[src/rtl/sseg_pkg.sv]
// Shared constants for the seven-segment scan monitor: glyph patterns,
// FSM encoding and digit count.
package sseg_pkg;

  localparam int NUM_DIGITS = 4;

  typedef enum logic {
    S_SETTLE = 1'b0,
    S_HELD   = 1'b1
  } state_t;

  // Active-low cathode patterns, bit order {G,F,E,D,C,B,A}
  localparam logic [6:0] GLYPH_0 = 7'b1000000;
  localparam logic [6:0] GLYPH_1 = 7'b1111001;
  localparam logic [6:0] GLYPH_2 = 7'b0100100;
  localparam logic [6:0] GLYPH_3 = 7'b0110000;
  localparam logic [6:0] GLYPH_4 = 7'b0011001;
  localparam logic [6:0] GLYPH_5 = 7'b0010010;
  localparam logic [6:0] GLYPH_6 = 7'b0000010;
  localparam logic [6:0] GLYPH_7 = 7'b1111000;
  localparam logic [6:0] GLYPH_8 = 7'b0000000;
  localparam logic [6:0] GLYPH_9 = 7'b0010000;
  localparam logic [6:0] GLYPH_A = 7'b0001000;
  localparam logic [6:0] GLYPH_B = 7'b0000011;
  localparam logic [6:0] GLYPH_C = 7'b1000110;
  localparam logic [6:0] GLYPH_D = 7'b0100001;
  localparam logic [6:0] GLYPH_E = 7'b0000110;
  localparam logic [6:0] GLYPH_F = 7'b0001110;

endpackage

[src/rtl/sseg_glyph_decode.sv]
// Combinational decode of an active-low seven-segment pattern into a hex nibble.
module sseg_glyph_decode
  import sseg_pkg::*;
(
  input  logic [6:0] i_w_seg,
  output logic       o_w_valid,
  output logic [3:0] o_w_nibble
);

  always_comb begin
    o_w_valid  = 1'b1;
    o_w_nibble = 4'h0;
    case (i_w_seg)
      GLYPH_0: o_w_nibble = 4'h0;
      GLYPH_1: o_w_nibble = 4'h1;
      GLYPH_2: o_w_nibble = 4'h2;
      GLYPH_3: o_w_nibble = 4'h3;
      GLYPH_4: o_w_nibble = 4'h4;
      GLYPH_5: o_w_nibble = 4'h5;
      GLYPH_6: o_w_nibble = 4'h6;
      GLYPH_7: o_w_nibble = 4'h7;
      GLYPH_8: o_w_nibble = 4'h8;
      GLYPH_9: o_w_nibble = 4'h9;
      GLYPH_A: o_w_nibble = 4'hA;
      GLYPH_B: o_w_nibble = 4'hB;
      GLYPH_C: o_w_nibble = 4'hC;
      GLYPH_D: o_w_nibble = 4'hD;
      GLYPH_E: o_w_nibble = 4'hE;
      GLYPH_F: o_w_nibble = 4'hF;
      default: o_w_valid  = 1'b0;
    endcase
  end

endmodule

[src/rtl/sseg_scan_decoder.sv]
// Passive monitor of a multiplexed active-low 4-digit seven-segment bus;
// rebuilds the shown 16-bit hex value once every digit has been seen.
module sseg_scan_decoder
  import sseg_pkg::*;
#(
  parameter int SETTLE_CYCLES  = 16,
  parameter int TIMEOUT_CYCLES = 1000000,
  parameter int CNT_W          = 32
) (
  input  logic        i_w_clk,
  input  logic        i_w_reset,
  input  logic [3:0]  i_w_an,
  input  logic [6:0]  i_w_seg,
  input  logic        i_w_dp,
  input  logic        i_w_clr,
  output logic [15:0] o_r_value,
  output logic [3:0]  o_r_dp,
  output logic        o_r_frame_valid,
  output logic        o_r_err_multi,
  output logic        o_r_err_pattern,
  output logic        o_r_stale
);

  localparam logic [CNT_W-1:0] SETTLE_LAST = CNT_W'(SETTLE_CYCLES - 2);
  localparam logic [CNT_W-1:0] TIMEOUT_LIM = CNT_W'(TIMEOUT_CYCLES);
  localparam logic [CNT_W-1:0] CNT_MAX     = '1;

  logic [11:0]      r_sync_p0, r_sync_p1, r_prev_p2;
  state_t           r_state, w_state_nxt;
  logic [CNT_W-1:0] r_cnt, w_cnt_nxt;
  logic [CNT_W-1:0] r_tcnt;
  logic             w_eval;
  logic             w_change;

  logic [3:0]       w_an_low;
  logic [6:0]       w_seg;
  logic             w_dp_lit;
  logic             w_glyph_valid;
  logic [3:0]       w_nibble;
  logic             w_single;
  logic             w_multi;
  logic             w_capture;
  logic             w_set_multi;
  logic             w_set_pattern;
  logic             w_frame_done;

  logic [15:0]      r_digits, w_digits_nxt;
  logic [3:0]       r_dps, w_dps_nxt;
  logic [3:0]       r_seen, w_seen_nxt;

  // Stage p0/p1: two-flop synchronizer; p2: previous synchronized sample
  always_ff @(posedge i_w_clk or negedge i_w_reset) begin
    if (!i_w_reset) begin
      r_sync_p0 <= '0;
      r_sync_p1 <= '0;
      r_prev_p2 <= '0;
    end else begin
      r_sync_p0 <= {i_w_an, i_w_seg, i_w_dp};
      r_sync_p1 <= r_sync_p0;
      r_prev_p2 <= r_sync_p1;
    end
  end

  assign w_change = (r_sync_p1 != r_prev_p2);

  always_ff @(posedge i_w_clk or negedge i_w_reset) begin
    if (!i_w_reset) begin
      r_state <= S_SETTLE;
      r_cnt   <= '0;
    end else begin
      r_state <= w_state_nxt;
      r_cnt   <= w_cnt_nxt;
    end
  end

  // One evaluation per stable dwell: S_HELD blocks re-evaluation until the bus moves
  always_comb begin
    w_state_nxt = r_state;
    w_cnt_nxt   = r_cnt;
    w_eval      = 1'b0;
    case (r_state)
      S_SETTLE: begin
        if (w_change) begin
          w_cnt_nxt = '0;
        end else begin
          w_cnt_nxt = r_cnt + 1'b1;
          if (r_cnt == SETTLE_LAST) begin
            w_eval      = 1'b1;
            w_state_nxt = S_HELD;
          end
        end
      end
      S_HELD: begin
        if (w_change) begin
          w_cnt_nxt   = '0;
          w_state_nxt = S_SETTLE;
        end
      end
      default: w_state_nxt = S_SETTLE;
    endcase
  end

  assign w_an_low = ~r_sync_p1[11:8];
  assign w_seg    = r_sync_p1[7:1];
  assign w_dp_lit = ~r_sync_p1[0];

  sseg_glyph_decode u_glyph (
    .i_w_seg    (w_seg),
    .o_w_valid  (w_glyph_valid),
    .o_w_nibble (w_nibble)
  );

  assign w_single      = $onehot(w_an_low);
  assign w_multi       = (w_an_low != 4'b0000) && !w_single;
  assign w_capture     = w_eval && w_single && w_glyph_valid;
  assign w_set_multi   = w_eval && w_multi;
  assign w_set_pattern = w_eval && w_single && !w_glyph_valid;
  assign w_seen_nxt    = r_seen | w_an_low;
  assign w_frame_done  = w_capture && (w_seen_nxt == 4'b1111);

  always_comb begin
    w_digits_nxt = r_digits;
    w_dps_nxt    = r_dps;
    for (int i = 0; i < NUM_DIGITS; i++) begin
      if (w_an_low[i]) begin
        w_digits_nxt[4*i +: 4] = w_nibble;
        w_dps_nxt[i]           = w_dp_lit;
      end
    end
  end

  always_ff @(posedge i_w_clk or negedge i_w_reset) begin
    if (!i_w_reset) begin
      r_digits        <= '0;
      r_dps           <= '0;
      r_seen          <= '0;
      o_r_value       <= '0;
      o_r_dp          <= '0;
      o_r_frame_valid <= 1'b0;
    end else begin
      o_r_frame_valid <= w_frame_done;
      if (w_capture) begin
        r_digits <= w_digits_nxt;
        r_dps    <= w_dps_nxt;
        if (w_frame_done) begin
          r_seen    <= '0;
          o_r_value <= w_digits_nxt;
          o_r_dp    <= w_dps_nxt;
        end else begin
          r_seen    <= w_seen_nxt;
        end
      end
    end
  end

  always_ff @(posedge i_w_clk or negedge i_w_reset) begin
    if (!i_w_reset) begin
      r_tcnt    <= '0;
      o_r_stale <= 1'b0;
    end else begin
      o_r_stale <= (r_tcnt >= TIMEOUT_LIM);
      if (w_capture) begin
        r_tcnt <= '0;
      end else if (r_tcnt != CNT_MAX) begin
        r_tcnt <= r_tcnt + 1'b1;
      end
    end
  end

  // A new error in the same cycle as a clear keeps the flag set
  always_ff @(posedge i_w_clk or negedge i_w_reset) begin
    if (!i_w_reset) begin
      o_r_err_multi   <= 1'b0;
      o_r_err_pattern <= 1'b0;
    end else begin
      if (w_set_multi) begin
        o_r_err_multi <= 1'b1;
      end else if (i_w_clr) begin
        o_r_err_multi <= 1'b0;
      end
      if (w_set_pattern) begin
        o_r_err_pattern <= 1'b1;
      end else if (i_w_clr) begin
        o_r_err_pattern <= 1'b0;
      end
    end
  end

endmodule

[config.mk]
export PLATFORM = sky130hd
export DESIGN_NAME = sseg_scan_decoder
export DESIGN_NICKNAME = d
export VERILOG_FILES = /design/src/rtl/sseg_pkg.sv /design/src/rtl/sseg_glyph_decode.sv /design/src/rtl/sseg_scan_decoder.sv
export SDC_FILE = /design/constraint.sdc
export NUM_CORES = 1
export LEC_CHECK = 0
export CAP_MARGIN = 20
export CORE_ASPECT_RATIO = 0.7
export CORE_MARGIN = 5
export CORE_UTILIZATION = 55
export DETAILED_ROUTE_END_ITERATION = 8
export PLACE_DENSITY = 0.74
export SYNTH_ARGS = -nofsm -noshare
export SYNTH_HDL_FRONTEND = slang
export SYNTH_SLANG_ARGS = --single-unit
[constraint.sdc]
create_clock -name i_w_clk -period 4.06 [get_ports i_w_clk]
set_input_delay 0.812 -clock i_w_clk [delete_from_list [all_inputs] [get_ports i_w_clk]]
set_output_delay 0.812 -clock i_w_clk [all_outputs]
set_load 0.05 [all_outputs]
Yosys cells after proc, flatten, opt, wreduce, memory -nomap -nowiden
Cells that the tools add are included.
Word-level totals
  flip-flop bits (word level): 149
  input port bits: 15
  output and inout port bits: 24
Operators by class
  add/subtract/negate cells: 5
  order comparisons: 1
  equality and inequality tests: 21
  mux-type cells: 24
  bitwise gates (word level): 4
  reduce and logical (&&, ||, !) cells: 15
Operators with widths (number)
  two-way mux 32 bit: 4
  adder 32 x 1 -> 32 bit (second input constant): 2
  case mux 32 bit (2 select lines): 1
  case mux 4 bit (15 select lines): 1
  equality test 32 x 4 -> 1 bit (second input constant): 1
  greater-or-equal comparator 32 x 20 -> 1 bit (second input constant): 1
  inequality test 32 bit (second input constant): 1
  equality test 7 bit (second input constant): 4
  equality test 7 x 5 -> 1 bit (second input constant): 3
  equality test 7 x 6 -> 1 bit (second input constant): 3
  two-way mux 4 bit: 5
  OR reduction 16 bit: 1
  equality test 7 x 2 -> 1 bit (second input constant): 2
  equality test 7 x 4 -> 1 bit (second input constant): 2
  two-way mux 1 bit: 12
  inequality test 12 bit: 1
  equality test 7 x 3 -> 1 bit (second input constant): 1
  zero test 7 bit: 1
  logical AND 1 bit: 6
  nonzero test 2 bit: 3
  adder 1 x 1 -> 2 bit: 2
  equality test 4 bit (second input constant): 1
  NOT 4 bit: 1
  OR 4 bit: 1
  8 further kinds: 10

Longest topological paths before layout
Gate-level depths: netlist of run 1.
  depth in word-level cells: 8
  mapped depth: 10
  gate-level depth less buffers: 9

Cells and area by module
Synthesis of run 1 repeated with hierarchy kept, for this count alone.
Unflattened totals
  cells, all modules: 643
  area total of the unflattened synthesis: 7327.0 µm²
Modules (own cells, without submodules)
  sseg_scan_decoder: instances 1, cells each 587, area an instance 6962.9 µm², seq. area each 3728.6 µm²
  sseg_glyph_decode: instances 1, cells each 56, area an instance 364.1 µm², seq. area each 0.0 µm²

Worst setup path after synthesis of run 1
No wires, ideal clock.
  path kind: flip-flop to flip-flop
  start point: register r_sync_p1[8]
  end point: register r_digits[0]
  data arrival time: 2786 ps
  data required time: 3935 ps
  setup slack: 1150 ps
  stages on the path, launching flop included: 10
  clock period less this slack: 2910 ps
  cells stage by stage: dfrtp_1 > fa_1 > inv_1 > ha_1 > ha_1 > nor2_1 > nand2_1 > or3_4 > a2111oi_4 > mux2_2
Between the ends
  longest elaborated chain between the ends: 6
  elaborated cells between the ends (all ways): 10
Ends and longest elaborated chain
  from (decl): RTL line sseg_scan_decoder.sv:28  | logic [11:0] r_sync_p0, r_sync_p1, r_prev_p2;
  from (signal assigned): RTL line sseg_scan_decoder.sv:59  | r_sync_p1 <= r_sync_p0;
  NOT 4 bit: RTL line sseg_scan_decoder.sv:103  | assign w_an_low = ~r_sync_p1[11:8];
  adder 1 x 1 -> 2 bit (implied by the code): RTL line sseg_scan_decoder.sv:113  | assign w_single = $onehot(w_an_low);
  adder 2 x 2 -> 3 bit (implied by the code): RTL line sseg_scan_decoder.sv:113
  equality test 3 x 1 -> 1 bit: RTL line sseg_scan_decoder.sv:113
  logical AND 1 bit (2 in series): RTL line sseg_scan_decoder.sv:115  | assign w_capture = w_eval && w_single && w_glyph_valid;
  to (signal assigned): RTL line sseg_scan_decoder.sv:143  | r_digits <= w_digits_nxt;
  to (decl): RTL line sseg_scan_decoder.sv:47  | logic [15:0] r_digits, w_digits_nxt;
Parallel ways exist; a longest one is shown, timed or not.
A chain may end at the register's enable or synchronous reset.

Final worst setup path of run 1
  start point: register r_sync_p1[10]
  end point: register r_digits[9]
Same word-level chain as after synthesis.

==> results.toml, run 1 <==
[timing]
relSlewSlack = 0.4337
setup_tns_ns = 0
finalClockSkew_ns = 0.01369
finalCritPeriodShare = 0.7960
min_period_ns = 3.232
hold_viol = 0
max_freq_ghz = 0.3094
worstMarginPinSlew_ns = 0.8494
setup_viol = 0
drv_slew = 0
grt_setup_unrepaired = "false"

[worst_setup_path]
critPathMaxFanout = 38
ff2ff_setup_slack_ns = 0.83
crit_family = "simple AND/OR/NAND/NOR gates"
crit_chain = "xor2_1 > nor4_2 > or3b_1 > buf_4 > a2111oi_4 > mux2_2"
crit_arrival_ns = 3.54
crit_buf_inv = 1
cp.required_ns = 4.37
crit_slowest_cell = "a2111oi_4"
critical-path-max-stage-delay_ns = 0.70
startpoint_type = "flip-flop"
critPathCaptureType = "flip-flop"
critPathKind = "reg -> reg"

[final_layout]
final_cell_mix = "149 x dfrtp_1, 60 x nor2_1, 37 x nand2_1, 37 x clkdlybuf4s50_1, 34 x xor2_1"
finalCoreUtilization = 0.6433
area_growth_pct = 15.06
num_antenna_cells = 0
final_common_cell = "dfrtp_1"
fin_nets = 735
final_layout_size_suffix_gt1_frac = 0.1186

[place]
gp_congestion = 0.8735
dp_hpwl_um = 10250
io_buffers = 38

[logic_synthesis]
ys_types = 64
syn-num-nets = 705
ys_seq_area_frac = 0.5093
ys_seq_elements = 149
syn_inst = 682
synth_top_cell_area_share = 0.5093
async_reset_ff_frac = 1.000
synthTopCellsByArea = "dfrtp_1 51%, xor2_1 4.1%, nor2_1 3.1%"
syn_area_mm2 = 0.007321
syn_area_per_cell_um2 = 10.73
synthFlopType = "dfrtp_1"
yosys.area.top_type = "dfrtp_1"
synth_edf_count = 0
yosysWarnings = 0

[clock_tree]
cts_root_buf = "clkbuf_16"
cts_hold_buf = 0
cts_htree_levels = 4
cts_buffer_depth = 2
clock-sinks = 149
cts_tree = "built"
numCtsBuffers = 17
cts_setup_buffers = 0
clk_latency_ns = 0.43
cts_resized = 0
clk_pin_slew_ns = 0.07

[drt]
vias = 5334
drc_errors = 0
dr.first_iter.drc_count = 381
ant_nets = 0
vias_per_cell = 5.987
finalWirelength_um = 15620
dr.pass1.iters = 5
wl_per_cell_um = 17.53

[die]
rows = 35
die-area_mm2 = 0.01575
die_h_um = 106.5
initial_core_util = 0.5591
core_region_area_mm2 = 0.01309
io_pins = 39
die_x_um = 147.9

[power_and_ir_drop]
p_leak_uw = 0.003486
ir_worst_vdd_v = 0.0002924
p_per_area_mw_per_mm2 = 371.8

[grt]
grt_max_degree = 119
antenna_found_initial = 0
grt_usage = 0.2113
grt-ovfl-total = 0
grt_pass1_vias = 5393
grt_pass1_wl_um = 26700

[min_path]
hold_class = "in -> async"

[flow_run]
drv_cap = 0

[outcome]
status = "complete, no violations"
[final cells by class]
| cell class | instances | area (um2) |
|---|---|---|
| clock buffers | 18 | 439.2 |
| inverters | 28 | 105.1 |
| repair buffers | 49 | 496.7 |
| fillers | 981 | 4671 |
| flip-flops and latches | 149 | 3729 |
| clock inverters | 14 | 116.4 |
| multi-input cells | 467 | 3329 |
| well taps | 166 | 207.7 |
[stage by stage]
| step | std cells | total power, uW | hold slack [ns] | cell area, um2 | setup slack [ns] |
|---|---|---|---|---|---|
| finish | 891 | 3131 | 0.1927 | 8423 | 0.8283 |
| global placement | 858 | 1668 | 0.3338 | 7840 | 0.9286 |
| detailed placement | 858 | 1673 | 0.3363 | 7840 | 0.8903 |
| floorplan | 682 | 1607 | 0.3312 | 7321 | 1.150 |
| CTS | 890 | 3149 | 0.3467 | 8396 | 0.8703 |
| global route | 891 | 3249 | 0.1827 | 8423 | 0.7252 |
[flip-flops by register name (all words and copies together), names as in the netlist]
register and count:
r_sync_p1 12, o_r_err_multi 1, r_prev_p2 12, r_tcnt 32
r_digits 16, r_cnt 32, o_r_frame_valid 1, o_r_value 16
o_r_stale 1, r_dps 4, r_sync_p0 12, r_seen 4
o_r_dp 4, r_state 1, o_r_err_pattern 1
[cell usage after synthesis, types with 8 or more instances]
master / instances
inv_1: 28
mux2_1: 9
mux2i_1: 18
nand4_1: 33
clkbuf_1: 24
o21ai_0: 31
xor2_1: 34
nand2_1: 37
xnor2_1: 24
nor3_1: 10
nor4_1: 13
and4_1: 8
or3_1: 17
nand3_1: 20
and3_1: 15
a21oi_1: 19
mux2_2: 19
and2_1: 9
nor2_1: 60
dfrtp_1: 149
[power breakdown]
part	internal (uW)	switching [uW]
clock	814	669
combinational	46.8	74.8
sequential	1500	24.3
total	2360	768
[kinds of logic after synthesis]
logic type	Yosys count	share of synthesized area
fa+ha+maj	8	0.01470
compound gates	90	0.09622
mux	46	0.06768
simple gates	265	0.2051
xor+xnor	58	0.06939
flops	149	0.5093
buf+inv	66	0.03760
[layer usage]
layer | vias up | GRT usage | wire length [um]
met5 | - | 0 | 0
li1 | 2500 | - | -
met4 | 0 | 0.07515 | 268
met2 | 122 | 0.3193 | 7112
met1 | 2683 | 0.2999 | 7522
met3 | 29 | 0.05070 | 717
[path summary, 6_finish.rpt]
kind / endpoint / depth (start not counted) / from
setup / recovery: r_digits[9] / 6 / r_sync_p1[10]
setup reg to reg: r_digits[9] / 6 / r_sync_p1[10]
hold / removal: o_r_value[5] / 1 / i_w_reset
min in group i_w_clk: r_sync_p1[1] / 0 / r_sync_p0[1]
max in group asynchronous: r_tcnt[13] / 3 / i_w_reset
hold reg to reg: r_sync_p1[1] / 0 / r_sync_p0[1]
Note: power is estimated with default switching activity, not from simulation.
==> run 2: changes to the inputs <==
==> constraint.sdc (replaced) <==
create_clock -name i_w_clk -period 3.3 [get_ports i_w_clk]
set_input_delay 0.66 -clock i_w_clk [delete_from_list [all_inputs] [get_ports i_w_clk]]
set_output_delay 0.66 -clock i_w_clk [all_outputs]
set_load 0.05 [all_outputs]
==> run 2 against run 1 <==
Net effect: first-iteration DRC count fell by 5.8%; critical path type unchanged; largest power group is now the clock network; critical path depth up 3; clock power increased by 46%; setup slack worse by 0.57 ns.
==> results.toml, run 2 (synthesis gave the netlist of run 1 again) <==
[drt]
ant_nets = 0
finalWirelength_um = 15900
dr.first_iter.drc_count = 359
dr.pass1.iters = 7
vias_per_cell = 5.945
drc_errors = 0
wl_per_cell_um = 17.59
vias = 5374

[worst_setup_path]
startpoint_type = "flip-flop"
reg2reg_depth = 9
worst_path_most_repeated_cell = "ha_1"
cp.required_ns = 3.60
crit_slowest_cell = "fa_1"
critical-path-max-stage-delay_ns = 0.53
crit_arrival_ns = 3.34
critPathKind = "reg -> reg"
crit_chain = "fa_1 > inv_1 > ha_1 > ha_1 > nor2_1 > nand2_1 > or3_4 > a2111oi_4 > mux2_2"
critPathMaxFanout = 7
critPathCaptureType = "flip-flop"

[timing]
grt_setup_unrepaired = "false"
max_freq_ghz = 0.3291
min_period_ns = 3.039
finalCritPeriodShare = 0.9208
relSlewSlack = 0.4612
hold_viol = 0
finalClockSkew_ns = 0.009713
setup_tns_ns = 0
worstMarginPinSlew_ns = 0.8081
drv_slew = 0
setup_viol = 0

[grt]
grt_pass1_wl_um = 27480
grt_pass1_vias = 5360
antenna_found_initial = 0
grt-ovfl-total = 0
grt_max_degree = 90
grt_usage = 0.2164

[die]
io_pins = 39
die_x_um = 147.9
rows = 35
core_region_area_mm2 = 0.01309
die-area_mm2 = 0.01575
initial_core_util = 0.5591
die_h_um = 106.5

[clock_tree]
numCtsBuffers = 17
cts_htree_levels = 4
cts_buffer_depth = 2
cts_hold_buf = 0
cts_root_buf = "clkbuf_16"
cts_tree = "built"
clock-sinks = 149
clk_pin_slew_ns = 0.06
cts_resized = 0
clk_latency_ns = 0.42
cts_setup_buffers = 0

[final_layout]
final_cell_mix = "149 x dfrtp_1, 60 x nor2_1, 37 x nand2_1, 37 x clkdlybuf4s50_1, 34 x xor2_1"
num_antenna_cells = 0
final_layout_size_suffix_gt1_frac = 0.1341
area_growth_pct = 17.52
final_common_cell = "dfrtp_1"
reg_top3 = "r_cnt: 32 flops, r_tcnt: 32 flops"
fin_nets = 748
fillers = 982

[power_and_ir_drop]
ir_worst_vdd_v = 0.0004590
finalPower_uw = 4195
p_per_area_mw_per_mm2 = 487.6
p_leak_uw = 0.003587

[flow_run]
drv_cap = 0

[place]
gp_congestion = 0.8499
dp_hpwl_um = 10670
io_buffers = 38

[outcome]
status = "complete, no violations"

[min_path]
hold_class = "in -> async"
run 2: critical path: cells and delay by family (launching register included):
family                     cells  cell delay, ns
and+or+nand+nor                3            0.74
buffers and inverters          1            0.04
adders and majority gates      3            0.96
muxes                          1            0.39
DFF                            1            0.40
AOI/OAI and AO/OA              1            0.40
run 2: per-layer routing:
layer	GRT usage	vias up	wire length (um)
met5	0	-	0
met4	0.05999	0	157
met3	0.04857	18	843
met2	0.3307	157	7265
met1	0.3130	2671	7631
li1	-	2528	-
run 2: worst paths after layout:
path                               from           end  slack, ns
hold reg to reg            r_sync_p0[1]  r_sync_p1[1]       0.35
setup reg to reg           r_sync_p1[8]   r_digits[1]       0.26
hold / removal                i_w_reset  o_r_value[7]       0.26
setup / recovery           r_sync_p1[8]   r_digits[1]       0.26
min in group i_w_clk       r_sync_p0[1]  r_sync_p1[1]       0.35
max in group asynchronous     i_w_reset    r_tcnt[17]       2.07
run 2: cell type report:
class,count,area (um2),area share
Multi-Input combinational cell,467,3329,0.3870
Inverter,28,105.1,0.01222
Clock buffer,18,439.2,0.05105
Timing Repair Buffer,62,574.3,0.06675
Clock inverter,14,219.0,0.02545
Sequential cell,149,3729,0.4334
Tap cell,166,207.7,0.02414
run 2: per-stage QoR:
step	setup WS [ns]	cell area [um2]	hold WS (ns)	instances	utilization
6_report	0.2614	8603	0.2598	904	0.6570
5_1_grt	0.1488	8603	0.3546	904	0.6570
4_1_cts	0.2885	8603	0.3232	904	0.6570
3_5_place_dp	0.2806	7945	0.3363	872	0.6068
3_3_place_gp	0.3365	7945	0.3361	872	0.6068
2_1_floorplan	0.3895	7321	0.3312	682	-
run 2: power breakdown:
part           internal (uW)  switching [uW]
logic                   60.2             103
clock network           1370             793
registers               1850            19.1
